File: src/rtl/spi_pkg.sv
// Shared definitions for the SPI sensor poller.
//   spi_state_e       : transaction FSM states (IDLE -> SETUP -> SHIFT -> HOLD -> GUARD)
//   ADXL_*            : ADXL362 command bytes and register addresses
//   spi_nbits()       : total bits shifted per burst (command + address + axis data)
//   spi_cs_low_cycles : system clocks chip select is held low for one burst
package spi_pkg;

  typedef enum logic [2:0] {
    ST_IDLE,
    ST_SETUP,
    ST_SHIFT,
    ST_HOLD,
    ST_GUARD
  } spi_state_e;

  localparam logic [7:0] ADXL_READ_CMD  = 8'h0B;
  localparam logic [7:0] ADXL_WRITE_CMD = 8'h0A;
  localparam logic [7:0] ADXL_XDATA_L   = 8'h0E;
  localparam logic [7:0] ADXL_POWER_CTL = 8'h2D;

  function automatic int spi_nbits(input int num_axes, input int axis_bits);
    return 16 + num_axes * axis_bits;
  endfunction

  function automatic int spi_cs_low_cycles(input int clk_div, input int nbits);
    return clk_div * (2 + 2 * nbits);
  endfunction

endpackage

File: src/rtl/spi_clk_div.sv
// SCLK generator running on the system clock.
//   clock, reset : system clock, async active-high reset
//   en           : counter runs while high; held cleared otherwise
//   run_sclk     : when high, sclk toggles every half period; when low sclk stays 0
//   half_tick    : last cycle of each CLK_DIV-cycle half period
//   rise_tick    : cycle at whose end sclk goes high
//   fall_tick    : cycle at whose end sclk goes low
//   sclk         : registered SPI clock, mode 0 (idles low)
module spi_clk_div #(
  parameter int CLK_DIV = 12
) (
  input  logic clock,
  input  logic reset,
  input  logic en,
  input  logic run_sclk,
  output logic half_tick,
  output logic rise_tick,
  output logic fall_tick,
  output logic sclk
);

  localparam int CW = (CLK_DIV > 1) ? $clog2(CLK_DIV) : 1;

  logic [CW-1:0] cnt;
  logic          phase;

  assign half_tick = en && (cnt == CW'(CLK_DIV - 1));
  assign rise_tick = half_tick && run_sclk && !phase;
  assign fall_tick = half_tick && run_sclk && phase;
  assign sclk      = phase;

  always_ff @(posedge clock or posedge reset) begin
    if (reset) begin
      cnt   <= '0;
      phase <= 1'b0;
    end else if (!en) begin
      cnt   <= '0;
      phase <= 1'b0;
    end else if (half_tick) begin
      cnt <= '0;
      if (run_sclk) phase <= ~phase;
    end else begin
      cnt <= cnt + 1'b1;
    end
  end

endmodule

File: src/rtl/spi_sensor_poller.sv
// Autonomous SPI master that burst-reads NUM_AXES axes from an ADXL362-class
// sensor and publishes an atomic snapshot.
//   clock, reset      : system clock, async active-high reset
//   enable            : periodic triggering every SAMPLE_PERIOD clocks
//   sample_req        : single-cycle on-demand trigger
//   clear_overrun     : clears the sticky overrun flag
//   miso/sclk/mosi/cs_n : SPI mode 0 bus
//   busy              : transaction in progress (SETUP through GUARD)
//   sample_valid      : one-cycle pulse when the snapshot updates
//   axis_sel/axis_data: combinational snapshot read port (0 for unused indices)
//   packed_out        : top OUT_BITS of each axis, axis 0 in the top field
//   overrun           : sticky, a trigger was dropped because busy was high
module spi_sensor_poller
  import spi_pkg::*;
#(
  parameter int          CLK_DIV       = 12,
  parameter int          NUM_AXES      = 3,
  parameter int          AXIS_BITS     = 16,
  parameter int          OUT_BITS      = 5,
  parameter int          SAMPLE_PERIOD = 100000,
  parameter logic [7:0]  READ_CMD      = ADXL_READ_CMD,
  parameter logic [7:0]  START_ADDR    = ADXL_XDATA_L
) (
  input  logic                         clock,
  input  logic                         reset,
  input  logic                         enable,
  input  logic                         sample_req,
  input  logic                         clear_overrun,
  input  logic                         miso,
  output logic                         sclk,
  output logic                         mosi,
  output logic                         cs_n,
  output logic                         busy,
  output logic                         sample_valid,
  input  logic [2:0]                   axis_sel,
  output logic [AXIS_BITS-1:0]         axis_data,
  output logic [NUM_AXES*OUT_BITS-1:0] packed_out,
  output logic                         overrun
);

  localparam int NBITS      = spi_nbits(NUM_AXES, AXIS_BITS);
  localparam int DATA_BITS  = NUM_AXES * AXIS_BITS;
  localparam int AXIS_BYTES = AXIS_BITS / 8;
  localparam int BCW        = $clog2(NBITS);
  localparam int PCW        = (SAMPLE_PERIOD > 1) ? $clog2(SAMPLE_PERIOD) : 1;

  spi_state_e state, state_nxt;

  logic                 div_en, run_sclk;
  logic                 half_tick, rise_tick, fall_tick;
  logic [PCW-1:0]       per_cnt;
  logic                 per_trig, trigger;
  logic [BCW-1:0]       bit_cnt;
  logic [15:0]          tx_sr;
  logic [DATA_BITS-1:0] rx_sr;
  logic [AXIS_BITS-1:0] rx_axes [NUM_AXES];
  logic [AXIS_BITS-1:0] snap    [NUM_AXES];

  spi_clk_div #(.CLK_DIV(CLK_DIV)) u_clk_div (
    .clock     (clock),
    .reset     (reset),
    .en        (div_en),
    .run_sclk  (run_sclk),
    .half_tick (half_tick),
    .rise_tick (rise_tick),
    .fall_tick (fall_tick),
    .sclk      (sclk)
  );

  // Trigger generation: periodic counter plus on-demand request, merged.
  assign per_trig = enable && (per_cnt == PCW'(SAMPLE_PERIOD - 1));
  assign trigger  = sample_req || per_trig;

  always_ff @(posedge clock or posedge reset) begin
    if (reset) begin
      per_cnt <= '0;
    end else if (!enable || per_trig) begin
      per_cnt <= '0;
    end else begin
      per_cnt <= per_cnt + 1'b1;
    end
  end

  // A drop while busy sets the flag even if clear_overrun is asserted too.
  always_ff @(posedge clock or posedge reset) begin
    if (reset) begin
      overrun <= 1'b0;
    end else if (trigger && busy) begin
      overrun <= 1'b1;
    end else if (clear_overrun) begin
      overrun <= 1'b0;
    end
  end

  // Transaction FSM.
  always_ff @(posedge clock or posedge reset) begin
    if (reset) state <= ST_IDLE;
    else       state <= state_nxt;
  end

  always_comb begin
    state_nxt = state;
    cs_n      = 1'b1;
    busy      = 1'b0;
    div_en    = 1'b0;
    run_sclk  = 1'b0;
    unique case (state)
      ST_IDLE: begin
        if (trigger) state_nxt = ST_SETUP;
      end
      ST_SETUP: begin
        cs_n   = 1'b0;
        busy   = 1'b1;
        div_en = 1'b1;
        if (half_tick) state_nxt = ST_SHIFT;
      end
      ST_SHIFT: begin
        cs_n     = 1'b0;
        busy     = 1'b1;
        div_en   = 1'b1;
        run_sclk = 1'b1;
        if (fall_tick && (bit_cnt == BCW'(NBITS - 1))) state_nxt = ST_HOLD;
      end
      ST_HOLD: begin
        cs_n   = 1'b0;
        busy   = 1'b1;
        div_en = 1'b1;
        if (half_tick) state_nxt = ST_GUARD;
      end
      ST_GUARD: begin
        busy   = 1'b1;
        div_en = 1'b1;
        if (half_tick) state_nxt = ST_IDLE;
      end
      default: state_nxt = ST_IDLE;
    endcase
  end

  // Shift datapath: mosi moves on sclk fall, miso is captured on sclk rise.
  always_ff @(posedge clock or posedge reset) begin
    if (reset) begin
      bit_cnt <= '0;
      tx_sr   <= '0;
    end else begin
      if (state == ST_IDLE && trigger) begin
        tx_sr <= {READ_CMD, START_ADDR};
      end else if (fall_tick) begin
        tx_sr <= {tx_sr[14:0], 1'b0};
      end
      if (fall_tick) begin
        bit_cnt <= (bit_cnt == BCW'(NBITS - 1)) ? '0 : bit_cnt + 1'b1;
      end
    end
  end

  assign mosi = tx_sr[15];

  // Command and address bits fall off the top; only axis data remains.
  always_ff @(posedge clock) begin
    if (rise_tick) rx_sr <= {rx_sr[DATA_BITS-2:0], miso};
  end

  // Byte i of the burst sits at the i-th byte from the top of rx_sr; each
  // axis is little-endian, lowest-addressed byte least significant.
  always_comb begin
    for (int k = 0; k < NUM_AXES; k++) begin
      rx_axes[k] = '0;
      for (int j = 0; j < AXIS_BYTES; j++) begin
        rx_axes[k][j*8 +: 8] =
          rx_sr[(NUM_AXES*AXIS_BYTES - 1 - (k*AXIS_BYTES + j))*8 +: 8];
      end
    end
  end

  // Snapshot commit: only on the HOLD -> GUARD edge so readers never see a
  // partially received burst.
  always_ff @(posedge clock or posedge reset) begin
    if (reset) begin
      sample_valid <= 1'b0;
      for (int k = 0; k < NUM_AXES; k++) snap[k] <= '0;
    end else begin
      sample_valid <= (state == ST_HOLD) && half_tick;
      if ((state == ST_HOLD) && half_tick) snap <= rx_axes;
    end
  end

  // Read ports.
  always_comb begin
    axis_data = '0;
    for (int k = 0; k < NUM_AXES; k++) begin
      if (int'(axis_sel) == k) axis_data = snap[k];
    end
  end

  always_comb begin
    packed_out = '0;
    for (int k = 0; k < NUM_AXES; k++) begin
      packed_out[(NUM_AXES-1-k)*OUT_BITS +: OUT_BITS] = snap[k][AXIS_BITS-1 -: OUT_BITS];
    end
  end

endmodule

File: config.mk
export PLATFORM = sky130hd
export DESIGN_NAME = spi_sensor_poller
export DESIGN_NICKNAME = d
export VERILOG_FILES = /design/src/rtl/spi_pkg.sv /design/src/rtl/spi_clk_div.sv /design/src/rtl/spi_sensor_poller.sv
export SDC_FILE = /design/constraint.sdc
export NUM_CORES = 1
export LEC_CHECK = 0
export CAP_MARGIN = 30
export CORE_AREA = 2 2 108 110
export CTS_CLUSTER_SIZE = 12
export DETAILED_ROUTE_END_ITERATION = 12
export DIE_AREA = 0 0 110 112
export GPL_ROUTABILITY_DRIVEN = 1
export MAX_ROUTING_LAYER = met4
export PLACE_DENSITY_LB_ADDON = 0.05
export RECOVER_POWER = 50
export SLEW_MARGIN = 40
export SYNTH_ARGS = -nofsm -noshare
export SYNTH_HDL_FRONTEND = slang
export SYNTH_SLANG_ARGS = --single-unit
File: constraint.sdc
create_clock -name clock -period 4.1 [get_ports clock]
set_input_delay 0.82 -clock clock [delete_from_list [all_inputs] [get_ports clock]]
set_output_delay 0.82 -clock clock [all_outputs]
set_load 0.05 [all_outputs]
### Yosys cells after proc, flatten, opt, wreduce, memory -nomap -nowiden

Index checks and enable logic that the tools add are counted.

| cells by class | value |
|---|---|
| $add $sub $neg | 3 |
| $mul | 0 |
| div/mod/pow operators | 0 |
| $lt $le $gt $ge | 0 |
| equal/unequal tests | 16 |
| shift operators | 0 |
| multiplexer cells | 23 |
| bitwise logic cells | 1 |
| reductions and logical operators | 21 |

Operators with widths:

| cell | number |
|---|---|
| 2-to-1 mux 16 bit | 5 |
| adder 17 x 1 -> 17 bit, second input constant | 1 |
| == test 17 bit, second input constant | 1 |
| 2-to-1 mux 17 bit | 1 |
| 2-to-1 mux 3 bit | 5 |
| one-hot mux 3 bit (5 select lines) | 1 |
| != test 2 bit, second input constant | 5 |
| == test 3 x 2 -> 1 bit, second input constant | 3 |
| logical AND 1 bit | 9 |
| 2-to-1 mux 1 bit | 8 |
| 2-to-1 mux 4 bit | 2 |
| adder 6 x 1 -> 6 bit, second input constant | 1 |
| == test 3 bit, second input constant | 2 |
| == test 6 bit, second input constant | 1 |
| logical NOT 3 bit | 2 |
| 2-to-1 mux 6 bit | 1 |
| AND reduction 5 bit | 1 |
| adder 4 x 1 -> 4 bit, second input constant | 1 |
| == test 4 bit, second input constant | 1 |
| != test 2 x 1 -> 1 bit, second input constant | 2 |
| nonzero test 2 bit | 2 |
| OR reduction 4 bit | 1 |
| == test 3 x 1 -> 1 bit, second input constant | 1 |
| OR reduction 3 bit | 1 |
| 4 further kinds | 6 |

| storage, ports and cells | value |
|---|---|
| bits in registers | 145 |
| bits in latches | 0 |
| bits in writable memories | 0 |
| ROM bits | 0 |
| input port bits | 9 |
| word-level logic and storage cells | 76 |
| memories | 0 |

### Longest topological paths before layout

Gate-level depths: netlist of run 1.

| depth | value |
|---|---|
| word-level depth | 9 |
| mapped depth | 7 |
| gate-level depth less buffers | 5 |

### Modules after synthesis

A second synthesis of run 1 with hierarchy kept.

| second synthesis, totals | value |
|---|---|
| cells, all modules | 556 |
| area, all modules | 6,042.0 um^2 |

Modules (own cells, without submodules):

| module | instances | cells each | area an instance (um^2) | sequential area each (um^2) |
|---|---|---|---|---|
| spi_sensor_poller | 1 | 528 | 5,763.0 | 3,718.6 |
| spi_clk_div | 1 | 28 | 279.0 | 125.1 |

### Worst setup path before layout of run 1

Ideal clock, no wire load.

| path | value |
|---|---|
| path type | reg-to-reg |
| start | register state[2] |
| end | register rx_sr[0], enable pin |
| setup time | 454 ps |
| data arrival time | 3,298 ps |
| data required time | 3,646 ps |
| path slack | 348 ps |
| cell stages (with the launch flop) | 5 |
| path buffers | 1 |
| period minus slack after synthesis | 3,752 ps |
| cell sequence | dfrtp_1 buf_2 or3b_2 or2_2 nor2_1 |

| between the ends | value |
|---|---|
| longest elaborated chain between the ends | 6 |
| elaborated cells on any way between the ends | 10 |

RTL lines:

| element | RTL line | source |
|---|---|---|
| start, declared | spi_sensor_poller.sv:47 | `spi_state_e state, state_nxt;` |
| start signal, assigned | spi_sensor_poller.sv:98 | `else state <= state_nxt;` |
| == test 3 x 2 -> 1 bit (tied with other cells) | spi_sensor_poller.sv:107 | `unique case (state)` |
| OR reduction 4 bit (no line) | n/a |  |
| 2-to-1 mux 1 bit | spi_sensor_poller.sv:107 |  |
| logical AND 1 bit | spi_clk_div.sv:27 | `assign half_tick = en && (cnt == CW'(CLK_DIV - 1));` |
| logical AND 1 bit (*) (2 in a row) | spi_clk_div.sv:28 | `assign rise_tick = half_tick && run_sclk && !phase;` |
| named net rise_tick | spi_sensor_poller.sv:50 | `logic half_tick, rise_tick, fall_tick;` |
| end signal, assigned | spi_sensor_poller.sv:160 | `if (rise_tick) rx_sr <= {rx_sr[DATA_BITS-2:0], miso};` |
| end, declared | spi_sensor_poller.sv:55 | `logic [DATA_BITS-1:0] rx_sr;` |

The timed path passes the listed nets; every way through them passes the cells marked *.
A chain may end at the register's enable or synchronous reset.

### Worst setup path after layout of run 1

| path | value |
|---|---|
| start | input port axis_sel[0] |
| end | output port axis_data[15] |

| between the ends | value |
|---|---|
| longest elaborated chain between the ends | 4 |
| elaborated cells on any way between the ends | 6 |

RTL lines:

| element | RTL line | source |
|---|---|---|
| start, declared | spi_sensor_poller.sv:35 | `input logic [2:0] axis_sel,` |
| logical NOT 3 bit | spi_sensor_poller.sv:191 | `if (int'(axis_sel) == k) axis_data = snap[k];` |
| 2-to-1 mux 16 bit (2 in a row) | spi_sensor_poller.sv:191 |  |
| 2-to-1 mux 16 bit (*) | spi_sensor_poller.sv:191 |  |
| end, declared | spi_sensor_poller.sv:36 | `output logic [AXIS_BITS-1:0] axis_data,` |

Every way passes the cells marked *; elsewhere a longest branch is shown, timed or not.

==> results of run 1 <==
-- metrics by stage --
stage | std cells | worst slack [ns]
floorplan | 468 | 0.3478
global placement | 628 | 0.6757
detailed placement | 628 | 0.5989
CTS | 660 | 0.5948
global route | 660 | 0.4249
finish | 660 | 0.6267
-- layout make-up --
cell class	count	area share (%)
flip-flops and latches	144	53.34
multi-input cells	281	26.51
repair buffers	53	9.134
clock buffers	20	6.199
well taps	143	2.483
clock inverters	12	1.962
inverters	7	0.3646
-- flip-flops by register name (all words and copies together), names as in the netlist --
| name | cells |
|---|---|
| overrun | 1 |
| bit_cnt | 6 |
| per_cnt | 17 |
| sample_valid | 1 |
| rx_sr | 48 |
| u_clk_div.cnt | 4 |
| packed_out | 15 |
| tx_sr | 15 |
| u_clk_div.sclk | 1 |
| snap | 33 |
| state | 3 |
-- worst max-delay path, cell delays in order --
cell and delay (ns):
clkdlybuf4s50_1 0.71, nor2b_1 0.59, a21oi_1 0.15, nor2_1 0.20, buf_12 0.17
-- per-layer routing --
| layer | wire (µm) | vias up |
|---|---|---|
| met1 | 5336 | 1767 |
| met5 | 0 | - |
| li1 | - | 1694 |
| met4 | 132 | 0 |
| met3 | 425 | 17 |
| met2 | 5007 | 63 |
-- power by group through the flow --
stage                     clock network [mW]  logic [mW]  registers (mW)
after global routing                    1.63        1.11            1.94
after detailed placement                   0        1.04            1.94
after global placement                     0        1.02            1.93
after CTS                               1.56        1.05            1.91
final                                   1.53        1.03            1.91
after floorplan                            0       0.782            1.89
-- worst paths after layout --
check	to	cells past startpoint
max	axis_data[15]	5
min	rx_sr[25]$_DFFE_PP_	0
max reg2reg	packed_out[11]$_DFFE_PP0P_	6
min reg2reg	rx_sr[25]$_DFFE_PP_	0
max in group asynchronous	snap[20]$_DFFE_PP0P_	3
min in group asynchronous	per_cnt[15]$_DFF_PP0_	2
-- placed cells by master (no fill, tap or decap), types with 6 or more instances in the layout --
cell	n
dfrtp_1	96
mux2i_1	17
a21oi_1	28
nor4_1	6
nor2_1	55
inv_1	7
edfxtp_1	48
buf_12	16
nand2_1	39
nand3_1	13
xnor2_1	10
mux2_2	49
xor2_1	12
clkbuf_16	17
clkdlybuf4s50_1	27
nand4_1	10
-- logic make-up (layout without fill, tap and decap cells) --
group | count (synthesis) | after routing
simple gates | 155 | 155
flops | 144 | 144
mux | 66 | 66
buf+inv | 43 | 92
compound gates | 35 | 35
xor+xnor | 22 | 22
fa+ha+maj | 3 | 3
==> summary.txt, run 1 <==
Synth Register Bits -> 144
Power Dens Cells -> 620.6 nW/µm²
Internal -> 3.160 mW
Synth Flop Type -> dfrtp_1
Antenna cells -> 0
Reg clk slew, reported paths -> 0.06 ns
Sw Share -> 29.34%
H-tree depth -> 4
Fmax achieved -> 287.9 MHz
Failing checks -> max-capacitance violations, max-slew violations
Worst EP required -> 3.28 ns
Footprint of the multi-input gates -> 1911 µm²
Design area -> 7206 µm²
DR WL/cell -> 16.52 µm
Pin slew with the least headroom to its limit -> 2.189 ns
Maxcap violations -> 2
Mux cell area share after synthesis -> 11.98%
Setup TNS -> 0 ns
Kind of critical path -> primary input to output port
First-pass GRT wire length -> 18020 µm
Syn_nets -> 480
GRT Max-Usage Layer -> met1
P&R area growth vs syn -> 19.56%
XOR/XNOR share of the synthesized area -> 3.197%
Register area share after synthesis -> 63.77%
FF-to-FF setup slack -> 1.07 ns
Layout fillers -> 840
PostCTS Resize Cnt -> 0
Max Clock Skew -> 0.006171 ns
Hold Crit Class -> flop to flop
Leading area contributor after synthesis -> dfrtp_1
Power share of the sequential group -> 42.8%
Clock Latency Late Sink -> 0.41 ns
Slew Limit Fails -> 90
Die span in y -> 112 µm
DRT Pass-1 Iters -> 4
M1 GR Usage -> 28.17%
Post-Route Utilization -> 64.48%
Mean cell area of the mapped netlist -> 12.88 µm²
Synth top cells by count -> dfrtp_1, nor2_1, mux2_2
Async SR Flop Fraction -> 66.67%
Final min period -> 3.473 ns
Critical register-to-register path startpoint -> u_clk_div.cnt[0]$_DFF_PP0_
YS warnings -> 0
Deepest clock path buffer count -> 2
Layout cells sized above 1 -> 20.89%
Drt drc -> 0
Final WL -> 10900 µm
Remaining Overflow, GRT -> 0
CP Launch Point -> axis_sel[0]
Post-DRT Antenna Nets -> 0
Mapped Cells -> 468
Sw power -> 1.312 mW
Via count -> 3541
Tcrit/Tclk final -> 84.71%
Post-Synth Simple-Gate Area -> 12.89%
Leakage -> 2.984 nW
VDD IR max -> 0.0004735 V
Die Span X -> 110 µm
Clock network power share -> 34.2%
Die area -> 12320 µm²
Yosys cell types -> 46
Final hold violations -> 0
Cts bufs inserted -> 17
Crit. End Element -> output port
Starting Density -> 53.94%
Core area -> 11170 µm²
Met3 usage -> 6.206%
Num Clock Sinks -> 144
Synth top area share -> 39.86%
DPL Wire Length -> 7109 µm
CP arrival -> 2.65 ns
Post-DP Area -> 6660 µm²
Post-CTS Hold Fix Bufs -> 0
Post-synth EDFFs -> 48
Post-synthesis compound-gate area fraction -> 3.197%
DR vias/cell -> 5.365
CTS tree -> yes
Root Buffer -> clkbuf_16
Final Setup Violations -> 0
Synth top area cells -> dfrtp_1, edfxtp_1, mux2_2, nor2_1, mux2i_1
Gpl congestion -> 0.8229
Met2 Usage GRT -> 27.57%
Total Power -> 4.472 mW
Hold Crit Start -> rx_sr[24]$_DFFE_PP_
WHS -> 0.4394 ns
Global Route Usage Sum -> 19.98%
Row count -> 39
Starting DRT DRC Count -> 231
Layout net count -> 516
Sequential Area -> 3844 µm²
Synth Area in Adders -> 0.6228%
Post-CTS Setup Inserts -> 0
Outcome -> complete, but fails checks
Pin count of the biggest net entering global routing -> 59
Rel. slew slack -> -46.11%
RSZ-0062 raised after global routing -> false
Top-count cell post-synth -> dfrtp_1
Ports -> 46
Port bufs -> 45
Vias in the first global route -> 3447
Mapped cell area -> 6027 µm²
Worst-path fanout max -> 8
Startpoint types -> primary input
Comb pwr share -> 23.1%
Initial antenna violation count -> 0
Largest family of logic cells by synthesized area -> simple AND/OR/NAND/NOR gates
Note: power is estimated with default switching activity, not from simulation.
==> run 2: changes to the inputs <==
clock period = 3.3 ns   (was 4.1 ns; I/O delays follow)
==> run 2 against run 1 <==
Effect of this change: the flow still finishes with violations (max-capacitance violations, max-slew violations); global-route usage is 0.44 points higher; total power grew 30%; core utilization grew 1.0 points; flip-flop and latch count unchanged; cell count up 0.45%; clock skew is 0.0035 ns higher; clock-buffer cell count fell by 3; largest cell class unchanged.
==> summary.txt, run 2 (synthesis results as in run 1) <==
Outcome -> complete, but fails checks
Failing checks -> max-capacitance violations, max-slew violations
Power Dens Cells -> 794.2 nW/µm²
Final hold violations -> 0
Crit. End Element -> output port
Ports -> 46
Starting Density -> 53.94%
Slew Limit Fails -> 46
Global Route Usage Sum -> 20.42%
Final min period -> 2.994 ns
FF-to-FF setup slack -> 0.59 ns
FF-to-FF End -> per_cnt[10]$_DFF_PP0_
Most frequent cells in the layout -> dfrtp_1, nor2_1, mux2_2
Sequential Area -> 3844 µm²
CP cell instances -> nor2_1, xor2_1, clkbuf_1, inv_1, clkdlybuf4s50_1
Reg clk slew, reported paths -> 0.06 ns
Port bufs -> 45
Max reg flops -> 48
Post-CTS Setup Inserts -> 0
Root Buffer -> clkbuf_16
Die area -> 12320 µm²
Top Registers -> rx_sr (48), snap (33), per_cnt (17)
CTS tree -> yes
Starting DRT DRC Count -> 174
Pin count of the biggest net entering global routing -> 49
Num Clock Sinks -> 144
Antenna cells -> 0
CP arrival -> 2.33 ns
Setup TNS -> 0 ns
R2R cell count -> 4
Cts bufs inserted -> 17
Post-Layout Cell Count -> 663
Maxcap violations -> 1
Design area -> 7322 µm²
CP Launch Point -> state[1]$_DFFE_PP0P_
Initial antenna violation count -> 0
Most common cell after layout, fill and taps aside -> dfrtp_1
Max Clock Skew -> 0.009701 ns
Reg with most FFs -> rx_sr
WHS -> 0.4401 ns
Startpoint types -> flop
Leakage -> 3.046 nW
Tcrit/Tclk final -> 90.72%
Worst-path fanout max -> 7
RSZ-0062 raised after global routing -> false
Hold Crit Start -> rx_sr[10]$_DFFE_PP_
Die Span X -> 110 µm
Layout cells sized above 1 -> 21.73%
Vias in the first global route -> 3546
Placed Instances -> 632
Gpl congestion -> 0.8449
DR vias/cell -> 5.431
Core area -> 11170 µm²
Critical path's slowest cell -> clkdlybuf4s50_1
Layout fillers -> 830
Final Setup Violations -> 0
Drt drc -> 0
Row count -> 39
Post-DP Area -> 6700 µm²
Deepest clock path buffer count -> 2
Remaining Overflow, GRT -> 0
PostCTS Resize Cnt -> 0
DRT Pass-1 Iters -> 4
Post-DRT Antenna Nets -> 0
DR WL/cell -> 16.44 µm
Footprint of the multi-input gates -> 1906 µm²
Hold Crit Class -> flop to flop
Pin slew with the least headroom to its limit -> 1.927 ns
Critical register-to-register path startpoint -> per_cnt[6]$_DFF_PP0_
CP max stage delay -> 0.71 ns
VDD IR max -> 0.0005056 V
Setup crit end -> busy
Via count -> 3601
P&R area growth vs syn -> 21.49%
Fmax achieved -> 334.0 MHz
First-pass GRT wire length -> 18310 µm
Clock Latency Late Sink -> 0.41 ns
H-tree depth -> 4
Rel. slew slack -> -29.18%
Layout net count -> 520
Die span in y -> 112 µm
Final WL -> 10900 µm
Post-CTS Hold Fix Bufs -> 0
Pre-CTS WS -> 0.4287 ns
Kind of critical path -> flop to output port
Worst EP required -> 2.64 ns
DPL Wire Length -> 7004 µm
Setup ws final -> 0.3062 ns
[run 2: changes by cell type in the layout (fill, tap and decap cells not counted), moves of 2 or more]
cell,change
buf_4,+2
clkinv_2,+2
bufinv_16,+4
clkinvlp_4,-2
[run 2: per-layer routing]
| layer | global-route usage (%) | part of all wire [%] | up-vias |
|---|---|---|---|
| li1 | - | - | 1704 |
| met1 | 27.78 | 46 | 1818 |
| met2 | 29.04 | 49 | 67 |
| met3 | 6.674 | 3.8 | 12 |
| met4 | 6.751 | 1.3 | 0 |
| met5 | - | 0 | - |
[run 2: metrics by stage]
stage / util [%] / power, mW
finish: 65.52 / 5.815
global route: 65.52 / 6.077
CTS: 65.95 / 5.883
detailed placement: 59.96 / 3.701
global placement: 59.96 / 3.667
floorplan: - / 3.324
[run 2: report_power, final]
| group | switching (mW) | leakage (nW) | internal [mW] |
|---|---|---|---|
| Clock | 0.693 | 0.325 | 1.48 |
| Sequential | 0.214 | 1.69 | 2.15 |
| Combinational | 0.705 | 1.03 | 0.578 |
| Total | 1.61 | 3.05 | 4.20 |
[run 2: worst min-delay path by stage]
stage / endpoint / slack, ns / cells past startpoint
2_1_floorplan: rx_sr[10]$_DFFE_PP_ / 0.42 / 0
3_3_place_gp: rx_sr[11]$_DFFE_PP_ / 0.42 / 0
3_5_place_dp: rx_sr[11]$_DFFE_PP_ / 0.43 / 0
4_1_cts: rx_sr[11]$_DFFE_PP_ / 0.44 / 0
5_1_grt: rx_sr[11]$_DFFE_PP_ / 0.44 / 0
6_report: rx_sr[11]$_DFFE_PP_ / 0.44 / 0
[run 2: worst max-delay path: cells and delay by family (launching register included)]
kind / cells / cell delay [ns]
buf+inv: 3 / 1.07
xor+xnor: 1 / 0.17
flops: 1 / 0.45
simple gates: 1 / 0.23
[run 2: final cells by class]
type                       instances  area share, %
clock buffer                      17          5.810
multi-input combinational        281          26.03
sequential                       144          52.49
inverter                           7         0.3759
tap                              143          2.444
clock inverter                    14          3.332
timing repair buffer              57          9.518
==> run 3: changes to the inputs <==
clock period = 2.91 ns   (was 3.3 ns; I/O delays follow)
==> run 3 against run 2 <==
Effect of this change: the flow now finishes without violations; total power up 9.0%; combinational power grew 14%; die area stayed put; via count grew 0.78%; highest routed layer unchanged.
==> summary.txt, run 3 (synthesis results as in run 1) <==
Outcome -> completed
Global Route Usage Sum -> 20.90%
Reg with most FFs -> rx_sr
Leakage -> 3.017 nW
Power share of the sequential group -> 42.5%
DR vias/cell -> 5.465
Reg clk slew, reported paths -> 0.06 ns
Remaining Overflow, GRT -> 0
Post-Route Utilization -> 65.00%
Die area -> 12320 µm²
GRT Max-Usage Layer -> met2
Worst EP required -> 2.33 ns
Clock network power share -> 34.5%
Internal -> 4.481 mW
PostCTS Resize Cnt -> 0
Startpoint types -> flop
Clock Latency Late Sink -> 0.42 ns
Power Dens Cells -> 872.7 nW/µm²
Row count -> 39
Antenna cells -> 0
Post-DRT Antenna Nets -> 0
Post-DP Area -> 6714 µm²
DR WL/cell -> 16.85 µm
Maxcap violations -> 0
Post-Layout Cell Count -> 664
H-tree depth -> 4
Die Span X -> 110 µm
Post-CTS Setup Inserts -> 0
Sw power -> 1.858 mW
CTS tree -> yes
P&R area growth vs syn -> 20.51%
Final hold violations -> 0
Die span in y -> 112 µm
Fmax achieved -> 371.6 MHz
Critical path's slowest cell -> clkdlybuf4s50_1
Most common cell after layout, fill and taps aside -> dfrtp_1
First-pass GRT wire length -> 18770 µm
Crit. End Element -> output port
CP arrival -> 2.11 ns
Layout net count -> 520
Hold Crit Start -> rx_sr[32]$_DFFE_PP_
Kind of critical path -> flop to output port
Comb pwr share -> 23.0%
M1 GR Usage -> 27.91%
Sw Share -> 29.32%
Starting Density -> 53.94%
Final Setup Violations -> 0
Slew Limit Fails -> 0
RSZ-0062 raised after global routing -> false
Final min period -> 2.691 ns
Core area -> 11170 µm²
DPL Wire Length -> 6994 µm
Setup TNS -> 0 ns
Placed Instances -> 632
Top Registers -> rx_sr (48), snap (33), per_cnt (17)
CP Launch Point -> state[1]$_DFFE_PP0P_
Port bufs -> 45
Critical register-to-register path startpoint -> per_cnt[6]$_DFF_PP0_
Deepest clock path buffer count -> 2
Gpl congestion -> 0.8385
Ports -> 46
Via count -> 3629
VDD IR max -> 0.0004966 V
Drt drc -> 0
Initial antenna violation count -> 0
CP cell instances -> nor2_1, xor2_1, inv_1, clkdlybuf4s50_1
Worst-path fanout max -> 7
Pin slew with the least headroom to its limit -> 1.326 ns
Tcrit/Tclk final -> 92.47%
Design area -> 7263 µm²
Vias in the first global route -> 3616
Most frequent cells in the layout -> dfrtp_1, nor2_1, mux2_2
Rel. slew slack -> 11.60%
Layout cells sized above 1 -> 22.46%
Hold Crit Class -> flop to flop
Starting DRT DRC Count -> 212
CP max stage delay -> 0.81 ns
Post-CTS Hold Fix Bufs -> 0
Final WL -> 11190 µm
Pin count of the biggest net entering global routing -> 97
Root Buffer -> clkbuf_16
Met2 Usage GRT -> 30.18%
Num Clock Sinks -> 144
Cts bufs inserted -> 17
DRT Pass-1 Iters -> 4
Met3 usage -> 6.265%
Max Clock Skew -> 0.006984 ns
Max reg flops -> 48
run 3: cell types whose count changed in the layout (fill, tap and decap cells not counted), sizes merged:
cell,before,now
bufinv,7,3
clkbuf,22,25
buf,23,24
clkinvlp,2,3
run 3: critical path, delay by kind of cell (launching register included):
family | cells | cell delay (ns)
xor gates and xnor gates | 1 | 0.11
and+or+nand+nor | 1 | 0.24
buffers and inverters | 2 | 0.89
DFF | 1 | 0.44
run 3: power by group through the flow:
stage	logic, mW	registers (mW)	clock network, mW
2_1_floorplan	1.10	2.67	0
3_3_place_gp	1.45	2.72	0
3_5_place_dp	1.48	2.73	0
4_1_cts	1.49	2.70	2.22
5_1_grt	1.57	2.74	2.32
6_report	1.46	2.69	2.19
run 3: stage by stage:
step	setup slack [ns]	power (mW)	hold WS (ns)
2_1_floorplan	0.1706	3.770	0.4204
3_3_place_gp	0.3158	4.168	0.4210
3_5_place_dp	0.2900	4.215	0.4271
4_1_cts	0.1735	6.414	0.4504
5_1_grt	0.1025	6.635	0.4557
6_report	0.2190	6.339	0.4466
run 3: path summary, 6_finish.rpt:
check,end,slack [ns],cells after the start
worst min-delay path,rx_sr[33]$_DFFE_PP_,0.45,0
worst max-delay path,busy,0.22,4
max in group asynchronous,snap[18]$_DFFE_PP0P_,0.94,3
worst max register to register,per_cnt[16]$_DFF_PP0_,0.33,4
min in group asynchronous,per_cnt[13]$_DFF_PP0_,1.10,3
worst min register to register,rx_sr[33]$_DFFE_PP_,0.45,0
run 3: layout make-up:
class                      count  area [µm²]
fill                         861        3911
multi-input combinational    281        1909
timing repair buffer          57       701.9
clock inverter                11       138.9
tap                          143       178.9
clock buffer                  21       460.4
inverter                       7       30.03
sequential                   144        3844
run 3: metal layers:
metal / routed length (µm) / part of all wire [%]
met3: 376 / 3.4
met5: 0 / 0
met1: 5105 / 46
met2: 5562 / 50
met4: 142 / 1.3
